==> config.mk <==
export PLATFORM = sky130hd
export DESIGN_NAME = unix_calendar_decoder_flat
export DESIGN_NICKNAME = d
export VERILOG_FILES = /design/src/rtl/clock_pkg.sv /design/src/rtl/unix_calendar_decoder_if.sv /design/src/rtl/unix_calendar_decoder_divider.sv /design/src/rtl/unix_calendar_decoder.sv /design/src/flat_wrapper.sv
export SDC_FILE = /design/constraint.sdc
export NUM_CORES = 1
export LEC_CHECK = 0
export BUFFER_PORTS_ARGS = -buffer_cell sky130_fd_sc_hd__buf_4
export CORE_UTILIZATION = 54
export CTS_CLUSTER_SIZE = 30
export DETAILED_ROUTE_END_ITERATION = 10
export GPL_TIMING_DRIVEN = 0
export MAX_ROUTING_LAYER = met4
export PLACE_DENSITY = 0.76
export SYNTH_ARGS = -nofsm -noshare
export SYNTH_HDL_FRONTEND = slang
export SYNTH_SLANG_ARGS = --single-unit
==> constraint.sdc <==
create_clock -name clk -period 2.94 [get_ports clk]
set_clock_uncertainty 0.05 [all_clocks]
set_input_delay 0.588 -clock clk [delete_from_list [all_inputs] [get_ports clk]]
set_output_delay 0.588 -clock clk [all_outputs]
set_load 0.005 [all_outputs]
==> src/rtl/clock_pkg.sv <==
// Shared clock constants, FSM encodings and calendar helpers for the ps1_clock datapath.
package clock_pkg;

  localparam int unsigned TW_DEF       = 28;
  localparam int unsigned DIV_W        = 17;
  localparam int unsigned DAYS_W       = 12;
  localparam int unsigned SEC_PER_DAY  = 86400;
  localparam int unsigned SEC_PER_HOUR = 3600;
  localparam int unsigned SEC_PER_MIN  = 60;
  localparam int unsigned DAYS_PER_WK  = 7;
  localparam int unsigned EPOCH_YEAR   = 2020;
  localparam int unsigned EPOCH_WDAY   = 3;
  // Days from 1970-01-01 to 2020-01-01, used by the forward converter.
  localparam int unsigned EPOCH_DAY    = 18262;

  // Decoder FSM encodings.
  localparam logic [2:0] ST_IDLE    = 3'd0;
  localparam logic [2:0] ST_DIV_DAY = 3'd1;
  localparam logic [2:0] ST_DIV_HR  = 3'd2;
  localparam logic [2:0] ST_DIV_MIN = 3'd3;
  localparam logic [2:0] ST_DIV_WD  = 3'd4;
  localparam logic [2:0] ST_YEAR    = 3'd5;
  localparam logic [2:0] ST_MONTH   = 3'd6;
  localparam logic [2:0] ST_FIN     = 3'd7;

  // Length of month m (1..12); February depends on leap.
  function automatic logic [4:0] mlen(input logic [3:0] m, input logic leap);
    case (m)
      4'd2:                   mlen = leap ? 5'd29 : 5'd28;
      4'd4, 4'd6, 4'd9, 4'd11: mlen = 5'd30;
      default:                mlen = 5'd31;
    endcase
  endfunction

endpackage

==> src/rtl/unix_calendar_decoder_if.sv <==
// Request/result bundle between the seconds counter and the calendar decoder.
interface unix_calendar_decoder_if #(parameter int unsigned TW = 28);
  logic          start;
  logic [TW-1:0] t;
  logic          busy;
  logic          done;
  logic [3:0]    year_off;
  logic [3:0]    month;
  logic [4:0]    day;
  logic [4:0]    hour;
  logic [5:0]    minute;
  logic [5:0]    second;
  logic [2:0]    wday;

  modport master (output start, t,
                  input  busy, done, year_off, month, day, hour, minute, second, wday);
  modport slave  (input  start, t,
                  output busy, done, year_off, month, day, hour, minute, second, wday);
endinterface

==> src/rtl/unix_calendar_decoder_divider.sv <==
// Restoring divider: one load cycle, then one quotient bit per cycle.
module seq_divider #(
  parameter int unsigned TW = 28,
  parameter int unsigned DW = 17
) (
  input  logic          clk,
  input  logic          rst,
  input  logic          start_i,
  input  logic [TW-1:0] dividend_i,
  input  logic [DW-1:0] divisor_i,
  output logic          done_o,
  output logic [TW-1:0] quot_o,
  output logic [DW-1:0] rem_o
);
  localparam int unsigned CW = $clog2(TW + 1);

  logic [TW-1:0] quot_q, quot_d;
  logic [DW-1:0] rem_q, rem_d;
  logic [DW-1:0] dsr_q, dsr_d;
  logic [CW-1:0] cnt_q, cnt_d;
  logic          done_q, done_d;
  logic [DW:0]   shifted_c;

  // Load on start, otherwise shift in one dividend bit and try a subtraction.
  always_comb begin
    quot_d    = quot_q;
    rem_d     = rem_q;
    dsr_d     = dsr_q;
    cnt_d     = cnt_q;
    done_d    = 1'b0;
    shifted_c = {rem_q, quot_q[TW-1]};
    if (start_i) begin
      quot_d = dividend_i;
      rem_d  = '0;
      dsr_d  = divisor_i;
      cnt_d  = CW'(TW);
    end else if (cnt_q != '0) begin
      if (shifted_c >= {1'b0, dsr_q}) begin
        rem_d  = DW'(shifted_c - {1'b0, dsr_q});
        quot_d = {quot_q[TW-2:0], 1'b1};
      end else begin
        rem_d  = DW'(shifted_c);
        quot_d = {quot_q[TW-2:0], 1'b0};
      end
      cnt_d  = cnt_q - CW'(1);
      done_d = (cnt_q == CW'(1));
    end
  end

  // Divider state registers.
  always_ff @(posedge clk) begin
    if (rst) begin
      quot_q <= '0;
      rem_q  <= '0;
      dsr_q  <= '0;
      cnt_q  <= '0;
      done_q <= 1'b0;
    end else begin
      quot_q <= quot_d;
      rem_q  <= rem_d;
      dsr_q  <= dsr_d;
      cnt_q  <= cnt_d;
      done_q <= done_d;
    end
  end

  assign done_o = done_q;
  assign quot_o = quot_q;
  assign rem_o  = rem_q;
endmodule

==> src/rtl/unix_calendar_decoder.sv <==
// Decodes seconds since 2020-01-01 into calendar and time-of-day fields.
module unix_calendar_decoder
  import clock_pkg::*;
#(
  parameter int unsigned TW         = clock_pkg::TW_DEF,
  parameter int unsigned EPOCH_WDAY = clock_pkg::EPOCH_WDAY
) (
  input logic                     clk,
  input logic                     rst,
  unix_calendar_decoder_if.slave  bus
);
  logic [2:0]        state_q, state_d;
  logic              div_start_c, div_done;
  logic [TW-1:0]     div_dividend_c, div_quot;
  logic [DIV_W-1:0]  div_divisor_c, div_rem;
  logic [DAYS_W-1:0] days_q, days_d, ylen_c, mlen_c;
  logic [3:0]        yr_q, yr_d, mon_q, mon_d;
  logic [4:0]        hr_q, hr_d;
  logic [5:0]        min_q, min_d, sec_q, sec_d;
  logic [2:0]        wd_q, wd_d;
  logic              busy_q, busy_d, done_q, done_d;
  logic [3:0]        year_off_q, year_off_d, month_q, month_d;
  logic [4:0]        day_q, day_d, hour_q, hour_d;
  logic [5:0]        minute_q, minute_d, second_q, second_d;
  logic [2:0]        wday_q, wday_d;
  logic              unused_quot_c;

  seq_divider #(.TW(TW), .DW(DIV_W)) u_div (
    .clk        (clk),
    .rst        (rst),
    .start_i    (div_start_c),
    .dividend_i (div_dividend_c),
    .divisor_i  (div_divisor_c),
    .done_o     (div_done),
    .quot_o     (div_quot),
    .rem_o      (div_rem)
  );

  assign unused_quot_c = ^div_quot[TW-1:DAYS_W];
  assign ylen_c = (yr_q[1:0] == 2'd0) ? DAYS_W'(366) : DAYS_W'(365);
  assign mlen_c = DAYS_W'(mlen(mon_q, yr_q[1:0] == 2'd0));

  // Next state, divider sequencing and result publication.
  always_comb begin
    state_d        = state_q;
    div_start_c    = 1'b0;
    div_dividend_c = '0;
    div_divisor_c  = '0;
    days_d         = days_q;
    yr_d           = yr_q;
    mon_d          = mon_q;
    hr_d           = hr_q;
    min_d          = min_q;
    sec_d          = sec_q;
    wd_d           = wd_q;
    done_d         = 1'b0;
    year_off_d     = year_off_q;
    month_d        = month_q;
    day_d          = day_q;
    hour_d         = hour_q;
    minute_d       = minute_q;
    second_d       = second_q;
    wday_d         = wday_q;
    case (state_q)
      ST_IDLE: if (bus.start) begin
        div_start_c    = 1'b1;
        div_dividend_c = bus.t;
        div_divisor_c  = DIV_W'(SEC_PER_DAY);
        yr_d           = 4'd0;
        mon_d          = 4'd1;
        state_d        = ST_DIV_DAY;
      end
      ST_DIV_DAY: if (div_done) begin
        days_d         = DAYS_W'(div_quot);
        div_start_c    = 1'b1;
        div_dividend_c = TW'(div_rem);
        div_divisor_c  = DIV_W'(SEC_PER_HOUR);
        state_d        = ST_DIV_HR;
      end
      ST_DIV_HR: if (div_done) begin
        hr_d           = 5'(div_quot);
        div_start_c    = 1'b1;
        div_dividend_c = TW'(div_rem);
        div_divisor_c  = DIV_W'(SEC_PER_MIN);
        state_d        = ST_DIV_MIN;
      end
      ST_DIV_MIN: if (div_done) begin
        min_d          = 6'(div_quot);
        sec_d          = 6'(div_rem);
        div_start_c    = 1'b1;
        div_dividend_c = TW'(days_q) + TW'(EPOCH_WDAY);
        div_divisor_c  = DIV_W'(DAYS_PER_WK);
        state_d        = ST_DIV_WD;
      end
      ST_DIV_WD: if (div_done) begin
        wd_d    = 3'(div_rem);
        state_d = ST_YEAR;
      end
      ST_YEAR: begin
        if (days_q >= ylen_c) begin
          days_d = days_q - ylen_c;
          yr_d   = yr_q + 4'd1;
        end else begin
          state_d = ST_MONTH;
        end
      end
      ST_MONTH: begin
        if (days_q >= mlen_c) begin
          days_d = days_q - mlen_c;
          mon_d  = mon_q + 4'd1;
        end else begin
          state_d = ST_FIN;
        end
      end
      ST_FIN: begin
        year_off_d = yr_q;
        month_d    = mon_q;
        day_d      = 5'(days_q) + 5'd1;
        hour_d     = hr_q;
        minute_d   = min_q;
        second_d   = sec_q;
        wday_d     = wd_q;
        done_d     = 1'b1;
        state_d    = ST_IDLE;
      end
      default: state_d = ST_IDLE;
    endcase
    busy_d = (state_d != ST_IDLE);
  end

  // State, working and output registers; reset aborts any decode in flight.
  always_ff @(posedge clk) begin
    if (rst) begin
      state_q    <= ST_IDLE;
      days_q     <= '0;
      yr_q       <= '0;
      mon_q      <= 4'd1;
      hr_q       <= '0;
      min_q      <= '0;
      sec_q      <= '0;
      wd_q       <= '0;
      busy_q     <= 1'b0;
      done_q     <= 1'b0;
      year_off_q <= '0;
      month_q    <= 4'd1;
      day_q      <= 5'd1;
      hour_q     <= '0;
      minute_q   <= '0;
      second_q   <= '0;
      wday_q     <= 3'(EPOCH_WDAY);
    end else begin
      state_q    <= state_d;
      days_q     <= days_d;
      yr_q       <= yr_d;
      mon_q      <= mon_d;
      hr_q       <= hr_d;
      min_q      <= min_d;
      sec_q      <= sec_d;
      wd_q       <= wd_d;
      busy_q     <= busy_d;
      done_q     <= done_d;
      year_off_q <= year_off_d;
      month_q    <= month_d;
      day_q      <= day_d;
      hour_q     <= hour_d;
      minute_q   <= minute_d;
      second_q   <= second_d;
      wday_q     <= wday_d;
    end
  end

  assign bus.busy     = busy_q;
  assign bus.done     = done_q;
  assign bus.year_off = year_off_q;
  assign bus.month    = month_q;
  assign bus.day      = day_q;
  assign bus.hour     = hour_q;
  assign bus.minute   = minute_q;
  assign bus.second   = second_q;
  assign bus.wday     = wday_q;
endmodule

==> src/flat_wrapper.sv <==
// flat-port wrapper written by rule: the top's interface ports become plain ports
module unix_calendar_decoder_flat import clock_pkg::*;
#(
  parameter int unsigned TW         = clock_pkg::TW_DEF,
  parameter int unsigned EPOCH_WDAY = clock_pkg::EPOCH_WDAY
)
  (clk, rst, bus_start, bus_t, bus_busy, bus_done, bus_year_off, bus_month, bus_day, bus_hour, bus_minute, bus_second, bus_wday);
  unix_calendar_decoder_if #(.TW(TW)) bus_i ();
  input logic clk;
  input logic rst;
  input wire logic [$bits(bus_i.start)-1:0] bus_start;
  input wire logic [$bits(bus_i.t)-1:0] bus_t;
  output wire logic [$bits(bus_i.busy)-1:0] bus_busy;
  output wire logic [$bits(bus_i.done)-1:0] bus_done;
  output wire logic [$bits(bus_i.year_off)-1:0] bus_year_off;
  output wire logic [$bits(bus_i.month)-1:0] bus_month;
  output wire logic [$bits(bus_i.day)-1:0] bus_day;
  output wire logic [$bits(bus_i.hour)-1:0] bus_hour;
  output wire logic [$bits(bus_i.minute)-1:0] bus_minute;
  output wire logic [$bits(bus_i.second)-1:0] bus_second;
  output wire logic [$bits(bus_i.wday)-1:0] bus_wday;
  assign bus_i.start = bus_start;
  assign bus_i.t = bus_t;
  assign bus_busy = bus_i.busy;
  assign bus_done = bus_i.done;
  assign bus_year_off = bus_i.year_off;
  assign bus_month = bus_i.month;
  assign bus_day = bus_i.day;
  assign bus_hour = bus_i.hour;
  assign bus_minute = bus_i.minute;
  assign bus_second = bus_i.second;
  assign bus_wday = bus_i.wday;
  unix_calendar_decoder #(.TW(TW), .EPOCH_WDAY(EPOCH_WDAY)) u_core (.clk(clk), .rst(rst), .bus(bus_i));
endmodule
== After elaboration in Yosys (flattened, before gate mapping) ==
Cells that the tools add are included.
Word-level totals
  register bits: 146
  bits in latches: 0
  RAM bits: 0
  memory bits (read-only): 0
  output and inout port bits: 35
  logic and storage cells: 111
  memories: 0
Operators by class
  $add $sub $neg: 8
  multipliers: 0
  divide/modulo/power cells: 0
  $lt $le $gt $ge: 3
  equal/unequal tests: 17
  shift operators: 0
  mux-type cells: 40
  bitwise operators: 1
  reduce and logical (&&, ||, !) cells: 19
Operators with widths (number)
  2-to-1 mux 28 bit: 4
  one-hot mux 28 bit (3 select lines): 1
  one-hot mux 17 bit (4 select lines): 1
  2-to-1 mux 17 bit: 3
  2-to-1 mux 12 bit: 4
  one-hot mux 12 bit (3 select lines): 1
  2-to-1 mux 3 bit: 8
  one-hot mux 3 bit (8 select lines): 1
  greater-or-equal comparator 18 x 17 -> 1 bit: 1
  subtractor 17 bit: 1
  2-to-1 mux 4 bit: 4
  one-hot mux 4 bit (2 select lines): 2
  adder 12 x 2 -> 13 bit, second input constant: 1
  == test 3 bit, second input constant: 4
  greater-or-equal comparator 12 bit: 1
  greater-or-equal comparator 12 x 5 -> 1 bit: 1
  subtractor 12 bit: 1
  subtractor 12 x 5 -> 12 bit: 1
  2-to-1 mux 5 bit: 2
  one-hot mux 5 bit (2 select lines): 1
  adder 4 x 1 -> 4 bit, second input constant: 2
  == test 4 x 3 -> 1 bit, second input constant: 2
  == test 4 bit, second input constant: 2
  == test 3 x 2 -> 1 bit, second input constant: 2
  other kinds (23): 37

== Depth between registers and ports, before layout ==
Gate-level depths: netlist of run 1.
  word-level depth: 7
  mapped depth: 13
  mapped depth without buffers: 13

== Modules after synthesis ==
Synthesis of run 1 repeated with hierarchy kept, for this count alone.
Unflattened totals
  cells, all modules: 1080
  area total of the unflattened synthesis: 8423.1 µm²
Modules (own cells, without submodules)
  unix_calendar_decoder: times used 1, cells an instance 573, area an instance 4401.7 µm², seq. area each 1561.5 µm²
  seq_divider: times used 1, cells an instance 507, area an instance 4021.4 µm², seq. area each 1361.3 µm²

== Worst setup path before layout of run 1 ==
OpenSTA, ideal clock, no wires.
  path kind: register -> register
  from: reg u_core.mon_q[0]
  to: reg u_core.days_q[9]
  library setup time: 131 ps
  arrival time: 2575 ps
  required time: 2759 ps
  slack: 184 ps
  stages on the path, launching flop included: 14
  buffers on the path: 1
  path through: dfxtp_1 inv_1 ha_1 inv_1 o21ai_0 o21ai_0 ha_1 fa_1 or2_2 a31oi_1 o22ai_2 buf_4 o211ai_1 o31ai_1
On the way
  cells in the longest elaborated chain, start to end: 6
  elaborated cells on any way between the ends: 13
Ends and longest elaborated chain
  start, declared: RTL line unix_calendar_decoder.sv:17  | logic [3:0] yr_q, yr_d, mon_q, mon_d;
  start signal, assigned: RTL line unix_calendar_decoder.sv:155  | mon_q <= mon_d;
  == test 4 x 3 -> 1 bit or == test 4 bit (tied branches): RTL line clock_pkg.sv:28  | case (m)
  OR reduction 4 bit: RTL line clock_pkg.sv:28
  one-hot mux 5 bit (2 select lines) *: RTL line clock_pkg.sv:28
  subtractor 12 x 5 -> 12 bit or greater-or-equal comparator 12 x 5 -> 1 bit (tied branches): RTL line unix_calendar_decoder.sv:109, unix_calendar_decoder.sv:108
  2-to-1 mux 12 bit or inequality test 2 x 1 -> 1 bit (tied branches)
  one-hot mux 12 bit (3 select lines) or AND reduction 4 bit (tied branches)
  end signal, assigned: RTL line unix_calendar_decoder.sv:153  | days_q <= days_d;
  end, declared: RTL line unix_calendar_decoder.sv:16  | logic [DAYS_W-1:0] days_q, days_d, ylen_c, mlen_c;
Mark *: on every way between the ends. The rest lies on a longest branch, timed or not. The select of a mux whose other input is x is not followed.
A chain may end at the register's enable or synchronous reset.

== Final worst setup path of run 1 ==
  from: reg u_core.mon_q[0]
  to: reg u_core.days_q[7]
The elaborated chain is that of the path after synthesis.

==> run_results.csv, run 1 <==
group,metric,value,unit
pwr,power.density_cell_area,728,nW/um^2
synth,yosysSeqAreaShare,36.0,%
synth,synth_commonest_cells,"nand2_1, dfxtp_1, a21oi_1, o21ai_0, nor2_1",
synth,avgSynthCellArea,7.63,sq um
floorplanning,die_area,14400,sq um
worst_setup_path,cp_top_family,"compound AO/OA/AOI/OAI gates",
floorplanning,coreArea,13400,sq um
timing,fin_crit,2.89,ns
routing,via_count,7878,
grt,grt_max_degree,17,
worst_setup_path,crit_path_end_kind,"register",
clock_network,path_clk_slew,0.06,ns
worst_setup_path,path_cells,"inv_4 -> ha_2 -> inv_1 -> o21ai_1 -> o21ai_1 -> ha_2 -> fa_2 -> or2_2 -> a31oi_4 -> o22ai_4 -> buf_4 -> o31ai_1 -> a21oi_1",
worst_setup_path,start_kind,"register",
placed_design,globalplace.congestion,0.954,
grt,grt_pass1_vias,7131,
timing,drv_slew,0,
layout,area_delta_synth_final,19.3,%
synth,synth_warnings,0,
routing,drtIter0Drc,983,
grt,grt_pass1_wl,37.7,mm
placed_design,dp.cells,1224,
pwr,p_total,0.00652,W
layout,final_cells,1261,
routing,ant_nets,0,
floorplanning,start_util,56.1,%
worst_setup_path,crit_fanout,5,
routing,drt-total-wl,24.4,mm
pwr,vdd_drop_max,730,uV
clock_network,cts_buffers,17,
routing,avgRoutedWirePerCell,19.4,um
clock_network,clk_path_buf_depth,2,
synth,synth_top_area_share,36.0,%
routing,first_pass_iters,7,
synth,synthAdderAreaFrac,5.46,%
pwr,sw_frac_of_total,35.8,%
placed_design,dp_hpwl,17.2,mm
clock_network,cts_sinks,135,
worst_setup_path,cpPeakStageDelay,0.42,ns
placed_design,place_ws,-0.286,ns
pwr,total_leakage_power,3.34,nW
grt,gr-total-overflow,0,
synth,synth_top_family_by_area,"compound AO/OA/AOI/OAI gates",
synth,synth_edf_count,0,
pwr,combPwrFrac,33.3,%
synth,async_flop_share,0,%
synth,yosys.area.top_type,"dfxtp_1",
routing,route.detailed.drc,0,
grt,grt_use_total,34.9,%
grt,antenna_found_initial,0,
pwr,clkPwrFrac,33.4,%
floorplanning,num_rows,42,
worst_setup_path,crit_required,3.17,ns
synth,synth_compound_area_share,25.7,%
routing,avgViaCountPerCell,6.25,
synth,synth_nets,1046,
timing,fmax,346,MHz
timing,hold_slack,0.366,ns
synth,synth_seq_cells,135,
timing,worstMarginPinSlew,0.821,ns
synth,synth_xor_area_share,3.61,%
layout,drive_above_1_share,13.6,%
floorplanning,die-width,120,um
worst_setup_path,path_class,"register to register",
floorplanning,die_y,120,um
pwr,power.net_switching,0.00233,W
clock_network,clk_latency,0.42,ns
pwr,seqPwrFrac,33.3,%
worst_setup_path,cp_slowest_cell,"fa_2",
job,maxCapViolCount,0,
timing,finalCritPeriodShare,98.4,%
synth,synthFlopType,"dfxtp_1",
synth,synthTopCellsByArea,"dfxtp_1, nand2_1, a21oi_1",
clock_network,cts_hold_buf,0,
placed_design,io_buffers,64,
pwr,cellInternalPower,0.00419,W
timing,finalHoldViolations,0,
layout,fin_nets,1134,
floorplanning,num_io_pins,66,
status,status,"finished clean",
synth,synth_area,7510,sq um
clock_network,cts_root_buf,"clkbuf_16",
timing,fin_ws,0.0483,ns
synth,synth.most_common_cell,"nand2_1",
timing,setup-violations-final,0,
worst_hold_path,hp-class,"input port to register",
synth,synth-simple-area-share,22.2,%
synth,muxShareOfSynthArea,1.63,%
layout,fin_util,66.8,%
worst_setup_path,crit_buf_inv,3,
layout,diodes,0,
synth,syn_inst,984,
synth,synth.distinct_cells,68,
worst_setup_path,cp.arrival,3.12,ns
clock_network,cts_tree,"yes",
timing,slew_headroom,45.3,%
clock_network,h-tree-depth,4,
## power groups by stage
| stage | Clock, W | Sequential (W) | Combinational, W |
|---|---|---|---|
| floorplan | 0 | 0.00211 | 0.00165 |
| global placement | 0 | 0.00220 | 0.00208 |
| detailed placement | 0 | 0.00220 | 0.00210 |
| CTS | 0.00217 | 0.00216 | 0.00212 |
| global route | 0.00225 | 0.00219 | 0.00236 |
| finish | 0.00218 | 0.00217 | 0.00217 |
## routing by layer
layer | global-route usage [%] | share of wire, % | vias up
met5 | - | 0 | -
met4 | 13.4 | 3.5 | 0
met3 | 7.46 | 9.4 | 82
li1 | - | - | 3680
met2 | 54.6 | 47 | 400
met1 | 43.8 | 40 | 3716
## worst min-delay path, cell delays in order
cell and delay [ns]:
buf_4 0.11, nand2_1 0.04, a211oi_1 0.05
## state kept, by name, indices dropped and copies added (netlist names), 3 cells and up
signal               count
u_core.bus.day           5
u_core.bus.hour          5
u_core.bus.minute        6
u_core.bus.month         4
u_core.bus.second        6
u_core.bus.wday          3
u_core.bus.year_off      4
u_core.days_q           12
u_core.hr_q              5
u_core.min_q             6
u_core.mon_q             4
u_core.sec_q             6
u_core.state_q           3
u_core.u_div.cnt_q       5
u_core.u_div.dsr_q       6
u_core.u_div.quot_o     28
u_core.u_div.rem_o      17
u_core.wd_q              3
u_core.yr_q              4
## worst paths after layout
path	cells past startpoint	from	end	slack [ns]
hold / removal	3	bus_t[20]	u_core.u_div.quot_o[20]	0.37
setup / recovery	13	u_core.mon_q[0]	u_core.days_q[7]	0.05
setup reg to reg	13	u_core.mon_q[0]	u_core.days_q[7]	0.05
hold reg to reg	2	u_core.u_div.quot_o[15]	u_core.u_div.quot_o[15]	0.40
## repair_timing
action	in CTS	in global routing
resized for setup	17	14
setup buffers	0	5
pin swaps	1	5
hold endpoints to repair	0	0
cloned	0	0
endpoints found under the setup margin	18	17
## placed cells by master, fill, tap and decap left out, types with 5 or more instances in the layout
master	synthesis	layout
nand2b_1	8	8
inv_1	32	30
buf_6	4	6
nand4_1	7	7
a21oi_1	113	112
a21o_1	8	8
xor2_1	15	15
a221oi_1	7	7
a31oi_1	9	6
clkbuf_16	0	17
xnor2_1	16	16
o31ai_1	10	10
dfxtp_1	135	130
nand3_1	20	20
and3_1	7	7
mux2i_1	10	10
buf_4	1	69
a22oi_1	7	7
nor4_1	5	5
clkbuf_1	54	55
nand2_1	178	178
or3_1	8	8
a211o_1	5	5
and2_1	6	6
o21ai_0	78	75
a311oi_1	6	5
a211oi_1	18	18
nor2_1	76	75
nor2b_1	7	7
o211ai_1	10	10
a222oi_1	6	6
nor3_1	22	22
dfxtp_2	0	5
ha_1	28	26
## cell type report
type,instances,area (sq um)
Inverter,32,123
Clock inverter,12,141
Clock buffer,20,457
Timing Repair Buffer,69,518
Sequential cell,135,2710
Tap cell,176,220
Buffer,67,302
Multi-Input combinational cell,750,4490
Fill cell,1172,4440
## logic make-up after synthesis
logic type | after synthesis
DFF | 135
xor gates and xnor gates | 31
muxes | 12
buffers and inverters | 99
adders and majority gates | 31
and+or+nand+nor | 365
AOI/OAI and AO/OA | 311
## per-stage QoR
| step | setup TNS (ns) | area, sq um |
|---|---|---|
| CTS | 0 | 8880 |
| floorplan | 0 | 7510 |
| detailed placement | -2.89 | 8210 |
| finish | 0 | 8960 |
| global route | -0.209 | 8960 |
| global placement | -2.26 | 8210 |
(Power assumes the default switching activity.)
==> run 2, diff against run 1 <==
Settings changed: ABC_AREA from default to 1, CORE_UTILIZATION 54 to 55, PLACE_DENSITY 0.76 to 0.79.
==> run_results.csv, run 2 <==
group,metric,value,unit
status,status,"finished clean",
synth,synth_warnings,0,
synth,synth-simple-area-share,32.2,%
routing,drtIter0Drc,766,
layout,n_fill_cell,1269,
clock_network,cts_buffers,17,
pwr,total_leakage_power,4.52,nW
floorplanning,num_io_pins,66,
grt,grt_pass1_wl,37.7,mm
synth,synth.distinct_cells,42,
timing,fin_tns_setup,0,ns
synth,synthAdderAreaFrac,5.19,%
floorplanning,start_util,56.7,%
timing,fmax,362,MHz
synth,synth_commonest_cells,"nand2_1, nor2_1, dfxtp_1, inv_1, o21ai_0",
synth,synth.most_common_cell,"nand2_1",
worst_setup_path,path_cells,"inv_2 -> ha_1 -> o21ai_0 -> a21oi_1 -> a21oi_1 -> ha_1 -> fa_2 -> inv_2 -> nand3_2 -> nand2_4 -> inv_2 -> nand2_2 -> nor2_4 -> nor2_8 -> nand2_8 -> buf_6 -> nand2_1 -> a21oi_2",
layout,final_cells,1500,
floorplanning,die_y,122,um
worst_setup_path,start_kind,"register",
clock_network,clk_latency,0.43,ns
pwr,power.density_cell_area,768,nW/um^2
routing,ant_nets,0,
synth,synth_seq_cells,135,
clock_network,h-tree-depth,4,
layout,largest_register_ffs,28,
worst_setup_path,crit_fanout,10,
synth,synth_compound_area_share,16.9,%
worst_hold_path,hp-class,"input port to register",
grt,gr-total-overflow,0,
timing,rsz0062_at_grt,"false",
synth,synthFlopType,"dfxtp_1",
layout,fin_util,66.3,%
synth,syn_inst,1223,
timing,slew_headroom,51.3,%
pwr,vdd_drop_max,707,uV
placed_design,placed_area,8610,sq um
layout,most-common-layout-cells,"nand2_1, nor2_1, dfxtp_1",
grt,grt_pass1_vias,7668,
synth,yosys.area.top_type,"dfxtp_1",
placed_design,dp.cells,1467,
grt,antenna_found_initial,0,
floorplanning,die_area,14900,sq um
routing,avgRoutedWirePerCell,15.8,um
placed_design,dp_hpwl,17.8,mm
worst_setup_path,crit_top_cell,"inv_2",
synth,synth_top_family_by_area,"simple AND/OR/NAND/NOR gates",
routing,first_pass_iters,7,
worst_setup_path,crit_required,3.17,ns
synth,synth_area,7900,sq um
layout,diodes,0,
clock_network,clk_path_buf_depth,2,
timing,setup-violations-final,0,
routing,via_count,8324,
floorplanning,coreArea,13900,sq um
layout,fin_nets,1369,
worst_setup_path,crit_path_end_kind,"register",
grt,grt_max_degree,17,
synth,synthTopCellsByArea,"dfxtp_1, nand2_1, nor2_1",
clock_network,cts_root_buf,"clkbuf_16",
routing,avgViaCountPerCell,5.55,
layout,area_delta_synth_final,16.9,%
placed_design,io_buffers,64,
synth,synth_edf_count,0,
synth,yosysSeqAreaShare,34.2,%
layout,final_common_cell,"nand2_1",
timing,fin_crit,2.77,ns
layout,drive_above_1_share,12.8,%
placed_design,globalplace.congestion,1.01,
clock_network,path_clk_slew,0.06,ns
synth,async_flop_share,0,%
worst_setup_path,cp_slowest_cell,"fa_2",
synth,synth_xor_area_share,1.33,%
clock_network,cts_sinks,135,
worst_setup_path,cpPeakStageDelay,0.36,ns
layout,final_cell_area,9240,sq um
synth,avgSynthCellArea,6.46,sq um
job,maxCapViolCount,0,
worst_setup_path,path_class,"register to register",
worst_setup_path,cp.arrival,3.00,ns
pwr,p_total,0.00709,W
timing,worstMarginPinSlew,0.731,ns
synth,synth_nets,1285,
synth,muxShareOfSynthArea,0,%
grt,grt_use_total,33.9,%
routing,route.detailed.drc,0,
timing,drv_slew,0,
clock_network,cts_tree,"yes",
timing,finalCritPeriodShare,94.1,%
timing,finalHoldViolations,0,
routing,drt-total-wl,23.6,mm
floorplanning,num_rows,43,
synth,synth_top_area_share,34.2,%
floorplanning,die-width,122,um
-- run 2: cell count changes after synthesis, moves of 14 or more --
cell | previous run | this run
nor2_1 | 76 | 161
inv_2 | 0 | 16
nand2_1 | 178 | 294
a211oi_1 | 18 | 0
clkbuf_1 | 54 | 25
xnor2_1 | 16 | 2
a21oi_1 | 113 | 85
inv_1 | 32 | 133
o21ai_0 | 78 | 107
nand3_1 | 20 | 96
-- run 2: final timing paths --
path,startpoint,to,slack [ns],cells after the start
worst max-delay path,u_core.mon_q[0],u_core.days_q[4],0.17,18
worst min-delay path,bus_t[18],u_core.u_div.quot_o[18],0.36,3
worst max register to register,u_core.mon_q[0],u_core.days_q[4],0.17,18
worst min register to register,u_core.wd_q[1],u_core.bus.wday[1],0.42,2
-- run 2: final cells by class --
| class | instances | area, sq um | area share, % |
|---|---|---|---|
| flip-flops and latches | 135 | 2710 | 29.3 |
| well taps | 180 | 225 | 2.44 |
| inverters | 151 | 568 | 6.15 |
| repair buffers | 65 | 488 | 5.28 |
| clock buffers | 19 | 443 | 4.80 |
| plain buffers | 49 | 235 | 2.55 |
| multi-input cells | 888 | 4410 | 47.8 |
| clock inverters | 13 | 159 | 1.72 |
-- run 2: logic make-up after synthesis --
family	Yosys count
buf+inv	200
flops	135
compound gates	244
xor+xnor	12
simple gates	601
fa+ha+maj	31
-- run 2: per-stage QoR --
| step | setup WS [ns] | hold WS (ns) |
|---|---|---|
| after floorplan | 0.459 | 0.387 |
| after global placement | 0.0844 | 0.398 |
| after detailed placement | 0.0900 | 0.403 |
| after CTS | 0.0656 | 0.358 |
| after global routing | 0.0166 | 0.364 |
| final | 0.174 | 0.362 |
-- run 2: report_power, final --
part	internal, W	total [W]	switching [W]
Combinational	0.000927	0.00274	0.00182
Clock	0.00130	0.00219	0.000894
Sequential	0.00199	0.00216	0.000163
Total	0.00422	0.00709	0.00287
-- run 2: what timing repair did --
item	CTS	global route
resized for setup	0	8
setup endpoints to repair	0	16
hold buffers	0	0
setup buffers	0	1
-- run 2: per-layer routing --
layer	track usage [%]	wire length, um	part of all wire, %	up-vias
met5	-	0	0	-
met4	15.0	864	3.7	0
met1	42.6	10100	43	3763
met3	5.43	1630	6.9	73
li1	-	-	-	4146
met2	53.7	11000	47	342
-- run 2: critical path, delay by kind of cell (launching register included) --
kind	cells	cell delay, ns
adders and majority gates	3	0.74
AOI/OAI and AO/OA	4	0.35
and+or+nand+nor	7	0.75
buffers and inverters	4	0.38
DFF	1	0.35
